### src/rtl/seq001_det_arbiter_pkg.sv
// Shared encodings and default sizes for the round-robin "001" detector arbiter.
package seq001_det_arbiter_pkg;

    typedef enum logic [1:0] {
        S0 = 2'b00,
        S1 = 2'b01,
        S2 = 2'b10,
        S3 = 2'b11
    } det_state_t;

    typedef enum logic [1:0] {
        IDLE  = 2'b00,
        SHIFT = 2'b01,
        DRAIN = 2'b10,
        DONE  = 2'b11
    } arb_state_t;

    localparam int DEF_N_REQ  = 4;
    localparam int DEF_WORD_W = 8;
    localparam int DEF_ID_W   = 2;
    localparam int DEF_CNT_W  = 4;

endpackage

### src/rtl/seq001_det_arbiter_if.sv
// Client-side bus of the detector arbiter: job requests in, grants and results out.
interface seq001_det_arbiter_if #(
    parameter int N_REQ  = 4,
    parameter int WORD_W = 8,
    parameter int ID_W   = 2,
    parameter int CNT_W  = 4
);
    logic [N_REQ-1:0]        req;
    logic [N_REQ*WORD_W-1:0] word_in;
    logic [N_REQ-1:0]        gnt;
    logic                    busy;
    logic                    done;
    logic [ID_W-1:0]         done_id;
    logic [CNT_W-1:0]        match_cnt;

    modport master (
        output req, word_in,
        input  gnt, busy, done, done_id, match_cnt
    );

    modport slave (
        input  req, word_in,
        output gnt, busy, done, done_id, match_cnt
    );
endinterface

### src/rtl/seq001_det.sv
// Moore "001" serial detector; det is high only in S3, the state reached right after a 0,0,1 run.
import seq001_det_arbiter_pkg::*;

module seq001_det (
    input  logic clk,
    input  logic reset,
    input  logic clr,
    input  logic inp,
    output logic det
);
    det_state_t state, state_nxt;

    always_comb begin
        state_nxt = state;
        case (state)
            S0: state_nxt = inp ? S0 : S1;
            S1: state_nxt = inp ? S0 : S2;
            S2: state_nxt = inp ? S3 : S2;
            S3: state_nxt = inp ? S0 : S1;
            default: state_nxt = S0;
        endcase
    end

    always_ff @(posedge clk) begin
        if (reset || clr)
            state <= S0;
        else
            state <= state_nxt;
    end

    assign det = (state == S3);

endmodule

### src/rtl/seq001_det_arbiter.sv
// Round-robin arbiter that feeds one granted word at a time, MSB-first, into a shared
// "001" detector and reports the saturating match count with the requester index.
import seq001_det_arbiter_pkg::*;

module seq001_det_arbiter #(
    parameter int N_REQ  = DEF_N_REQ,
    parameter int WORD_W = DEF_WORD_W,
    parameter int ID_W   = DEF_ID_W,
    parameter int CNT_W  = DEF_CNT_W
) (
    input  logic                 clk,
    input  logic                 reset,
    seq001_det_arbiter_if.slave  bus
);
    localparam int BIT_W = $clog2(WORD_W + 1);

    arb_state_t        state, state_nxt;
    logic [ID_W-1:0]   rr_ptr, id, winner;
    logic [WORD_W-1:0] shreg;
    logic [BIT_W-1:0]  bitcnt;
    logic [CNT_W-1:0]  cnt, cnt_nxt;
    logic [N_REQ-1:0]  gnt_c;
    logic              grant, det;
    logic              done_r;
    logic [ID_W-1:0]   done_id_r;
    logic [CNT_W-1:0]  match_cnt_r;

    // First set request at or after ptr, searching upward and wrapping.
    function automatic logic [ID_W-1:0] rr_pick(input logic [N_REQ-1:0] r,
                                                input logic [ID_W-1:0]  ptr);
        logic [ID_W-1:0] w;
        logic            found;
        int              idx;
        w     = '0;
        found = 1'b0;
        for (int i = 0; i < N_REQ; i++) begin
            idx = (int'(ptr) + i) % N_REQ;
            if (!found && r[ID_W'(idx)]) begin
                w     = ID_W'(idx);
                found = 1'b1;
            end
        end
        return w;
    endfunction

    assign winner = rr_pick(bus.req, rr_ptr);

    always_comb begin
        state_nxt = state;
        grant     = 1'b0;
        gnt_c     = '0;
        cnt_nxt   = cnt;
        case (state)
            IDLE: begin
                if (!reset && (bus.req != '0)) begin
                    grant         = 1'b1;
                    gnt_c[winner] = 1'b1;
                    state_nxt     = SHIFT;
                end
            end
            SHIFT:   if (bitcnt == BIT_W'(WORD_W - 1)) state_nxt = DRAIN;
            DRAIN:   state_nxt = DONE;
            DONE:    state_nxt = IDLE;
            default: state_nxt = IDLE;
        endcase
        if ((state == SHIFT || state == DRAIN) && det && (cnt != {CNT_W{1'b1}}))
            cnt_nxt = cnt + 1'b1;
    end

    always_ff @(posedge clk) begin
        if (reset) begin
            state       <= IDLE;
            rr_ptr      <= '0;
            id          <= '0;
            shreg       <= '0;
            bitcnt      <= '0;
            cnt         <= '0;
            done_r      <= 1'b0;
            done_id_r   <= '0;
            match_cnt_r <= '0;
        end else begin
            state  <= state_nxt;
            done_r <= (state == DRAIN);
            if (grant) begin
                shreg  <= bus.word_in[int'(winner)*WORD_W +: WORD_W];
                id     <= winner;
                rr_ptr <= (winner == ID_W'(N_REQ - 1)) ? '0 : winner + 1'b1;
                cnt    <= '0;
                bitcnt <= '0;
            end else begin
                cnt <= cnt_nxt;
                if (state == SHIFT) begin
                    shreg  <= {shreg[WORD_W-2:0], 1'b0};
                    bitcnt <= bitcnt + 1'b1;
                end
            end
            // DRAIN's own detection is folded in via cnt_nxt so DONE shows the final count.
            if (state == DRAIN) begin
                done_id_r   <= id;
                match_cnt_r <= cnt_nxt;
            end
        end
    end

    // Clearing at the grant edge keeps detector history from leaking between jobs.
    seq001_det u_det (
        .clk   (clk),
        .reset (reset),
        .clr   (grant),
        .inp   (shreg[WORD_W-1]),
        .det   (det)
    );

    assign bus.gnt       = gnt_c;
    assign bus.busy      = (state != IDLE);
    assign bus.done      = done_r;
    assign bus.done_id   = done_id_r;
    assign bus.match_cnt = match_cnt_r;

endmodule

### src/flat_wrapper.sv
// flat-port wrapper written by rule: the top's interface ports become plain ports
module seq001_det_arbiter_flat 
#(
    parameter int N_REQ  = DEF_N_REQ,
    parameter int WORD_W = DEF_WORD_W,
    parameter int ID_W   = DEF_ID_W,
    parameter int CNT_W  = DEF_CNT_W
)
  (clk, reset, bus_req, bus_word_in, bus_gnt, bus_busy, bus_done, bus_done_id, bus_match_cnt);
  seq001_det_arbiter_if #(.N_REQ(N_REQ), .WORD_W(WORD_W), .ID_W(ID_W), .CNT_W(CNT_W)) bus_i ();
  input  logic clk;
  input  logic reset;
  input wire logic [$bits(bus_i.req)-1:0] bus_req;
  input wire logic [$bits(bus_i.word_in)-1:0] bus_word_in;
  output wire logic [$bits(bus_i.gnt)-1:0] bus_gnt;
  output wire logic [$bits(bus_i.busy)-1:0] bus_busy;
  output wire logic [$bits(bus_i.done)-1:0] bus_done;
  output wire logic [$bits(bus_i.done_id)-1:0] bus_done_id;
  output wire logic [$bits(bus_i.match_cnt)-1:0] bus_match_cnt;
  assign bus_i.req = bus_req;
  assign bus_i.word_in = bus_word_in;
  assign bus_gnt = bus_i.gnt;
  assign bus_busy = bus_i.busy;
  assign bus_done = bus_i.done;
  assign bus_done_id = bus_i.done_id;
  assign bus_match_cnt = bus_i.match_cnt;
  seq001_det_arbiter #(.N_REQ(N_REQ), .WORD_W(WORD_W), .ID_W(ID_W), .CNT_W(CNT_W)) u_core (.clk(clk), .reset(reset), .bus(bus_i));
endmodule
### config.mk
export PLATFORM = sky130hd
export DESIGN_NAME = seq001_det_arbiter_flat
export DESIGN_NICKNAME = d
export VERILOG_FILES = /design/src/rtl/seq001_det_arbiter_pkg.sv /design/src/rtl/seq001_det_arbiter_if.sv /design/src/rtl/seq001_det.sv /design/src/rtl/seq001_det_arbiter.sv /design/src/flat_wrapper.sv
export SDC_FILE = /design/constraint.sdc
export NUM_CORES = 1
export LEC_CHECK = 0
export ABC_AREA = 1
export CAP_MARGIN = 20
export CORE_MARGIN = 8
export CORE_UTILIZATION = 35
export CTS_CLUSTER_SIZE = 28
export DETAILED_ROUTE_END_ITERATION = 8
export PLACE_DENSITY = 0.58
export SETUP_SLACK_MARGIN = 0.1
export SYNTH_ARGS = -nofsm -noshare
export SYNTH_HDL_FRONTEND = slang
export SYNTH_SLANG_ARGS = --single-unit
export TNS_END_PERCENT = 10
### constraint.sdc
create_clock -name clk -period 4.3 [get_ports clk]
set_input_delay 0.43 -clock clk [delete_from_list [all_inputs] [get_ports clk]]
set_output_delay 0.43 -clock clk [all_outputs]
set_load 0.02 [all_outputs]
==> results, run 1 <==
- The flow ran to the end, and the final reports show no timing, DRC or antenna violations.
- The chip height is 94.64 microns.
- Counting flops with an async set or reset pin after synthesis yields a share of 0.
- Pin placement for this block handled 50 I/O pins.
- The overall overflow remaining after global route is 0.
- The category of the worst setup path capture point is an output port.
- By area the synthesized netlist is led by sky130_fd_sc_hd__dfxtp_1 (29%), sky130_fd_sc_hd__nand2_1 (12%), sky130_fd_sc_hd__inv_1 (11%).
- The met1 wire length is 2.295 mm.
- The maximum fanout along the worst path is 19.
- sky130_fd_sc_hd__nand2_1 is the most common cell in the netlist.
- The worst hold path belongs to the class flop to flop.
- For this configuration, the core starts out at a cell density of 0.3634.
- The kind of cell with the highest combined delay along the critical path is simple AND/OR/NAND/NOR gates.
- The cell row count is 28.
- Setup repair after global routing left no endpoint under its margin.
- The summed instance area of the synthesized netlist is 2165 sq um.
- Cell internal power was estimated by the tool at 0.8853 mW.
- The share of total power dissipated in combinational logic is 0.615.
- When the netlist entered floorplanning its net count stood at 370.
- After the first detailed-routing iteration, the DRC count stood at 65.
- Traced cell by cell, the critical path runs through inv_2, nand2_1, nand2_2, nand2_1, nand2_2, nor2_4, nand4_4, nand2_4, ha_1, inv_1, nor2_1, clkdlybuf4s50_1.
- The worst setup path is of the flop to output port kind.
- The tool flagged a number of max-cap violations equal to 0.
- The fraction of synthesized cell area taken by the top area cell type is 0.2867.
- The register area share after synthesis is 0.2867.
- The total buffers and inverters traversed by the critical path is 3.
- The largest stage delay on the critical path is 0.62 ns.
- The minimum clock period after layout is 3.510 ns.
- The first global-routing pass estimated 9.170 mm of wire.
- The final weighted congestion in routability-driven placement is 0.8193.
- The total length of routed met3 wires is 331 microns.
- OpenSTA, run right after detailed placement, puts the worst setup slack at 0.9000 ns.
- The share of power burned in the clock network is 0.128.
- The final number of max-transition violations was 0.
- Summed over all failing endpoints, the final setup total negative slack is 0 ns.
- The highest layer touched by signal routing is met4.
- The slowest stage of the critical path is the sky130_fd_sc_hd__clkdlybuf4s50_1 cell.
- For this design the static power due to leakage is 1.375 nW.
- The number of levels in the clock H-tree is 2.
- The number of antenna violations at the first check in global routing was 0.
- The number of global-route vias before repair is 2054.
- The root buffer cell is sky130_fd_sc_hd__clkbuf_8.
- Static timing analysis puts the maximum clock frequency at 284.9 MHz.
- The quantity of hold-fixing buffers added after cts is 0.
- The completed layout was analyzed and its total power is 1.703 mW.
- The count of nets left with antenna violations once routing finished came out at 0.
- The number of input and output port buffers inserted is 49.
- Entering global routing, the biggest net connects 20 pins.
- Setup violations remaining at the end of the flow were counted as 0.
- The final design instance area without fill is 2763 sq um.
- The commonest cells after synthesis are sky130_fd_sc_hd__nand2_1 (68), sky130_fd_sc_hd__inv_1 (65), sky130_fd_sc_hd__nand3_1 (36).
- The number of post-CTS setup repair buffers is 0.
- Of the cells placed in the final design, the portion with a size suffix greater than 1 is 0.1000.
- The global-route usage over all layers is 0.1277.
- The power density relative to cell area is 616.5 nW/um^2.
- The distinct cell type count after synthesis is 34.
- The number of hold-slack violations in the final timing report is 0.
- The largest vdd supply drop is 0.2911 mV.
- The clock tree from TritonCTS is done.
- The analysis attributes to net switching a power of 0.8180 mW.
- For this run, the post-layout net count is 416.
- The first-pass iteration count of the detailed router is 5.
- The leading area contributor after synthesis is sky130_fd_sc_hd__dfxtp_1.
- For the pin with the worst max-slew slack, the measured transition is 0.5302 ns.
- No sink is reached through more buffers than the 2 on the longest clock path.
- At the worst endpoint, the required time is 3.87 ns.
- The number of fill cells in the layout is 627.
- Summed over all nets, wire length on met2 after detailed routing comes to 2.458 mm.
- After synthesis, the mean cell area works out to 6.701 sq um.
- The total die area is 8957 sq um.
- The total inserted antenna cells is 0.
- The die is 94.64 microns wide.
- Leaving out filler cells and counting taps, the final layout contains 445.
- The number of gates resized after CTS was 0.
- The minimum setup slack in the final design is 0.7903 ns.
- The number of clock buffers added by TritonCTS is 5.
- For the worst setup path, the data arrival time is 3.08 ns.
- The type of origin of the critical path is a flop.
- The HPWL reported at the end of detailed placement is 4.256 mm.
- The cell count after synthesis is 323.
- The share of the cycle needed by the critical path after routing is 0.8162.
- In the routed design, unresolved DRC markers number 0.
- The post-synthesis sequential element count is 31.
- The clock reaches the later pin of the worst-skew pair after 0.29 ns.
- The total routed wirelength is 5.238 mm.
- The overall via count from detail_route is 2126.
- The area of placed instances is 2681 sq um.
- The number of synthesized flops with an enable pin is 0.
- Headroom to the max-slew limit came out at 0.6465.
- The clock arrives with 0.003743 ns of skew.
- Dividing the detail-routed via count by the number of cells gives 4.778.
- The signed area change from the synthesized netlist to the final layout is 27.63%.
- The proportion of power drawn by flip-flops and latches is 0.257.
- Counting tap cells, the placed design contains a total of 437 instances.
- In the synthesized netlist the dominant register cell turns out to be sky130_fd_sc_hd__dfxtp_1.
- CTS saw 31 sinks.
- For this run, the number of Yosys warnings is 0.
- The CTS clock-pin slew for the worst setup and hold paths is 0.06 ns.
- In the final routed layout, each cell accounts on average for 11.77 microns.
- The core footprint is 5956 sq um.
- Of the total power, the share spent switching nets is 0.4802.
==> sequential cells by signal, summed over array words and instances, names as in the netlist <==
| signal | flops |
|---|---|
| u_core.cnt | 4 |
| u_core.id | 2 |
| u_core.bus.done_id | 2 |
| u_core.u_det.state | 2 |
| u_core.state | 2 |
| u_core.shreg | 8 |
| u_core.rr_ptr | 2 |
| u_core.bitcnt | 4 |
| u_core.bus.done | 1 |
| u_core.bus.match_cnt | 4 |
==> power by group through the flow <==
| stage | combinational (mW) | clock (mW) | sequential [mW] |
|---|---|---|---|
| 3_3_place_gp | 1.04 | 0 | 0.443 |
| 3_5_place_dp | 1.05 | 0 | 0.446 |
| 4_1_cts | 1.05 | 0.226 | 0.439 |
| 6_report | 1.05 | 0.218 | 0.438 |
| 2_1_floorplan | 0.830 | 0 | 0.448 |
| 5_1_grt | 1.19 | 0.236 | 0.452 |
==> cell type report <==
type | instances | area, sq um | area share
Multi-Input combinational cell | 212 | 1206 | 0.4366
Sequential cell | 31 | 620.6 | 0.2246
Timing Repair Buffer | 51 | 505.5 | 0.1830
Inverter | 68 | 255.2 | 0.09239
Tap cell | 75 | 93.84 | 0.03397
Clock buffer | 7 | 76.32 | 0.02763
Clock inverter | 1 | 5.005 | 0.001812
==> layer usage <==
| metal | vias to the layer above | track usage |
|---|---|---|
| li1 | 1096 | - |
| met1 | 962 | 0.1475 |
| met2 | 55 | 0.2109 |
| met3 | 13 | 0.03492 |
| met4 | 0 | 0.06762 |
| met5 | - | 0 |
==> worst reg2reg max path, stage by stage (launching register included) <==
cell                      delay (ns)
sky130_fd_sc_hd__dfxtp_1        0.56
sky130_fd_sc_hd__inv_2          0.21
sky130_fd_sc_hd__nand2_1        0.13
sky130_fd_sc_hd__nand2_2        0.08
sky130_fd_sc_hd__nand2_1        0.10
sky130_fd_sc_hd__nand2_2        0.10
sky130_fd_sc_hd__nor2_4         0.12
sky130_fd_sc_hd__nand4_4        0.25
sky130_fd_sc_hd__nand2_4        0.32
sky130_fd_sc_hd__ha_1           0.28
sky130_fd_sc_hd__nand2_1        0.10
sky130_fd_sc_hd__o21ai_0        0.09
==> per-stage QoR <==
step,hold slack (ns),util
finish,0.4487,0.4639
global route,0.4685,0.4639
CTS,0.4549,0.4639
detailed placement,0.4435,0.4502
global placement,0.4344,0.4502
floorplan,0.4195,-
==> path summary, 6_finish.rpt <==
kind                                        from                to  slack (ns)  depth (start not counted)
worst max-delay path            u_core.rr_ptr[0]        bus_gnt[3]        0.79                         12
worst min-delay path                u_core.id[0]      u_core.id[0]        0.45                          2
worst max register to register  u_core.rr_ptr[0]  u_core.rr_ptr[1]        1.86                         11
worst min register to register      u_core.id[0]      u_core.id[0]        0.45                          2
==> logic make-up after synthesis <==
kind of cell             synth area share
XOR/XNOR                          0.01619
buffers and inverters              0.1561
adder cells (fa/ha/maj)           0.05202
multiplexers                      0.03237
AO/OA/AOI/OAI                     0.08035
flip-flops                         0.2867
AND/OR/NAND/NOR                    0.3763
==> cells in the final DEF (no fill, tap or decap), types with 2 or more instances in the layout <==
cell type / count
sky130_fd_sc_hd__inv_2: 3
sky130_fd_sc_hd__nand3_1: 36
sky130_fd_sc_hd__clkdlybuf4s50_1: 49
sky130_fd_sc_hd__dfxtp_1: 31
sky130_fd_sc_hd__nor2_1: 18
sky130_fd_sc_hd__xor2_1: 2
sky130_fd_sc_hd__nor3_1: 2
sky130_fd_sc_hd__clkbuf_8: 5
sky130_fd_sc_hd__clkbuf_1: 2
sky130_fd_sc_hd__nand2_2: 12
sky130_fd_sc_hd__a21oi_1: 14
sky130_fd_sc_hd__o21ai_0: 11
sky130_fd_sc_hd__nand3b_1: 8
sky130_fd_sc_hd__buf_4: 2
sky130_fd_sc_hd__nand2_1: 68
sky130_fd_sc_hd__nand4_1: 2
sky130_fd_sc_hd__nand3_2: 8
sky130_fd_sc_hd__ha_1: 9
sky130_fd_sc_hd__inv_1: 65
sky130_fd_sc_hd__o211ai_1: 2
sky130_fd_sc_hd__mux2i_1: 7
sky130_fd_sc_hd__xnor2_1: 2
(Power assumes the default switching activity.)
==> inputs of run 2 (changes only) <==
--- a/config.mk
+++ b/config.mk
@@ -11,7 +11,7 @@
 export CORE_UTILIZATION = 35
 export CTS_CLUSTER_SIZE = 28
 export DETAILED_ROUTE_END_ITERATION = 8
-export PLACE_DENSITY = 0.58
+export PLACE_DENSITY = 0.61
 export SETUP_SLACK_MARGIN = 0.1
 export SYNTH_ARGS = -nofsm -noshare
 export SYNTH_HDL_FRONTEND = slang
==> constraint.sdc (replaced) <==
create_clock -name clk -period 3.2 [get_ports clk]
set_input_delay 0.32 -clock clk [delete_from_list [all_inputs] [get_ports clk]]
set_output_delay 0.32 -clock clk [all_outputs]
set_load 0.02 [all_outputs]
==> results, run 2 (same netlist as run 1, synthesis figures left out) <==
- The area of placed instances is 2726 sq um (was 2681 sq um).
- The minimum clock period after layout is 2.882 ns.
- The post-detailed-route count of antenna-violating nets came to 0 (unchanged).
- The chip height is 94.64 microns (unchanged).
- The number of gates resized after cts was 0 (unchanged).
- The number of failing setup endpoints in the final timing report is 0 (unchanged).
- The signed area change from the synthesized netlist to the final layout came to 30.58% (was 27.63%).
- In the finished design, the share of the clock period the worst path needs comes to 0.9008.
- The first-pass GRT wire length is 8.776 mm (was 9.170 mm).
- The DRC violation count after routing is 0 (unchanged).
- The number of hold-slack violations in the final timing report was 0 (unchanged).
- RSZ-0062 raised after global routing: false (unchanged).
- The total inserted antenna cells is 0 (unchanged).
- The final weighted congestion in routability-driven placement is 0.8634 (was 0.8193).
- The mean number of vias per cell is 4.568 (was 4.778).
- The total die area is 8957 sq um (unchanged).
- The tightest hold margin is 0.4465 ns (was 0.4487 ns).
- The total routed wirelength is 5.049 mm (was 5.238 mm).
- The clock tree from TritonCTS is done (unchanged).
- The number of levels in the clock H-tree is 2 (unchanged).
- The maximum number of pins on one net before global-route repair came to 20 (unchanged).
- The total CTS buffers is 5 (unchanged).
- The flip-flop count of the largest register, all copies and words added is 8 (unchanged).
- The data required time at the worst endpoint came to 2.88 ns (was 3.87 ns).
- The maximum fanout along the worst path is 19 (unchanged).
- The worst-case register-to-register setup slack came to 1.27 ns (was 1.86 ns).
- The leakage power is 1.412 nW (was 1.375 nW).
- The total clock sinks came to 31 (unchanged).
- The register bank with the most flops is u_core.shreg (unchanged).
- The number of antenna violations at the first check in global routing is 0 (unchanged).
- The minimum setup slack in the final design came to 0.3176 ns (was 0.7903 ns).
- The type of origin of the critical path is an input port (was flop).
- The root buffer cell was sky130_fd_sc_hd__clkbuf_8 (unchanged).
- The overall overflow remaining after global route is 0 (unchanged).
- The arrival time of data at the critical path endpoint is 2.56 ns (was 3.08 ns).
- Top library cells by usage in the layout, fill and taps aside: sky130_fd_sc_hd__nand2_1 (68), sky130_fd_sc_hd__inv_1 (65), sky130_fd_sc_hd__clkdlybuf4s50_1 (49) (unchanged).
- The final number of max-transition violations was 0 (unchanged).
- The power density relative to cell area came to 839.7 nW/um^2 (was 616.5 nW/um^2).
- The number of global-route vias before repair is 2027 (was 2054).
- The global-route usage over all layers was 0.1200 (was 0.1277).
- The number of post-CTS setup repair buffers is 0 (unchanged).
- The initial core utilization is 0.3634 (unchanged).
- The sum of negative setup slack is 0 ns (unchanged).
- The I/O pin total came to 50 (unchanged).
- The largest vdd supply drop is 0.3621 mV (was 0.2911 mV).
- The max-slew headroom at the worst pin is 0.6472 (was 0.6465).
- The slew of the pin with the lowest slew margin is 0.5292 ns (was 0.5302 ns).
- The maximum frequency from static timing analysis is 346.9 MHz.
- The first-pass iteration count of the detailed router is 4 (was 5).
- The CTS clock-pin slew for the worst setup and hold paths is 0.06 ns (about the same).
- The quantity of hold-fixing buffers added after cts is 0 (unchanged).
- The HPWL reported at the end of detailed placement is 4.125 mm (was 4.256 mm).
- The routed length per instance is 11.20 microns (was 11.77 microns).
- The category of the most critical setup path is input port to output port (was flop to output port).
- The horizontal die dimension is 94.64 microns (unchanged).
- The max-capacitance violation count is 0 (unchanged).
- The clock latency reported for the late side of the worst-skew pair is 0.27 ns (was 0.29 ns).
- The worst min-delay path class was flop to flop (unchanged).
- The violation count after the first detailed-route iteration is 52 (was 65).
- The ratio of cells with drive above 1 in the final layout is 0.1170 (was 0.1000).
- The final design instance area without fill is 2826 sq um (was 2763 sq um).
- The number of buffers on the longest clock path came to 2 (unchanged).
- The core footprint is 5956 sq um (unchanged).
- Run status: finished, final reports clean (unchanged).
- The minimum setup slack after placement is 0.3018 ns (was 0.9000 ns).
- The number of input and output port buffers inserted is 49 (unchanged).
- The net count of the finished layout was 422 (was 416).
- The cell row count is 28 (unchanged).
- The category of the worst setup path capture point is an output port (unchanged).
- The most common cell after layout, fill and taps aside is sky130_fd_sc_hd__nand2_1 (unchanged).
- The setup clock skew after layout is 0.003548 ns (was 0.003743 ns).
- The number of fill cells in the layout is 614 (was 627).
- The overall via count from detail_route is 2060 (was 2126).
[run 2: final cells by class]
type | instances | area, sq um | area share
Clock buffer | 8 | 100.1 | 0.03541
Inverter | 68 | 255.2 | 0.09031
Tap cell | 75 | 93.84 | 0.03320
Multi-Input combinational cell | 212 | 1206 | 0.4267
Timing Repair Buffer | 57 | 550.5 | 0.1948
Sequential cell | 31 | 620.6 | 0.2196
[run 2: report_power, final]
| group | internal, mW | switching (mW) | total, mW |
|---|---|---|---|
| Clock | 0.196 | 0.128 | 0.324 |
| Sequential | 0.509 | 0.0673 | 0.576 |
| Combinational | 0.575 | 0.898 | 1.47 |
| Total | 1.28 | 1.09 | 2.37 |
[run 2: through the flow]
step	power [mW]	util	instances
after floorplan	1.717	-	323
after global placement	2.056	0.4578	443
after detailed placement	2.070	0.4578	443
after CTS	2.403	0.4746	451
after global routing	2.612	0.4746	451
final	2.373	0.4746	451
[run 2: final timing paths]
path,from,end,cells after the start
max,bus_req[3],bus_gnt[3],13
min,u_core.id[0],u_core.id[0],2
max reg2reg,u_core.rr_ptr[0],u_core.rr_ptr[1],11
min reg2reg,u_core.id[0],u_core.id[0],2
[run 2: per-layer routing]
metal	share of wire	vias to the layer above	track usage
met5	0	-	0
met4	0.021	0	0.04681
met3	0.047	9	0.03016
met2	0.46	46	0.1941
met1	0.47	893	0.1493
li1	-	1112	-
[run 2: critical path, cell delays in order]
cell and delay (ns):
sky130_fd_sc_hd__clkdlybuf4s50_1 0.50, sky130_fd_sc_hd__inv_1 0.07, sky130_fd_sc_hd__nand2_1 0.06, sky130_fd_sc_hd__nand3_1 0.10, sky130_fd_sc_hd__nand2_2 0.12, sky130_fd_sc_hd__inv_2 0.05
sky130_fd_sc_hd__nand3_1 0.11, sky130_fd_sc_hd__nand3_4 0.09, sky130_fd_sc_hd__nand2_4 0.20, sky130_fd_sc_hd__ha_1 0.19, sky130_fd_sc_hd__inv_1 0.04, sky130_fd_sc_hd__nor2_1 0.10
sky130_fd_sc_hd__clkdlybuf4s50_1 0.61
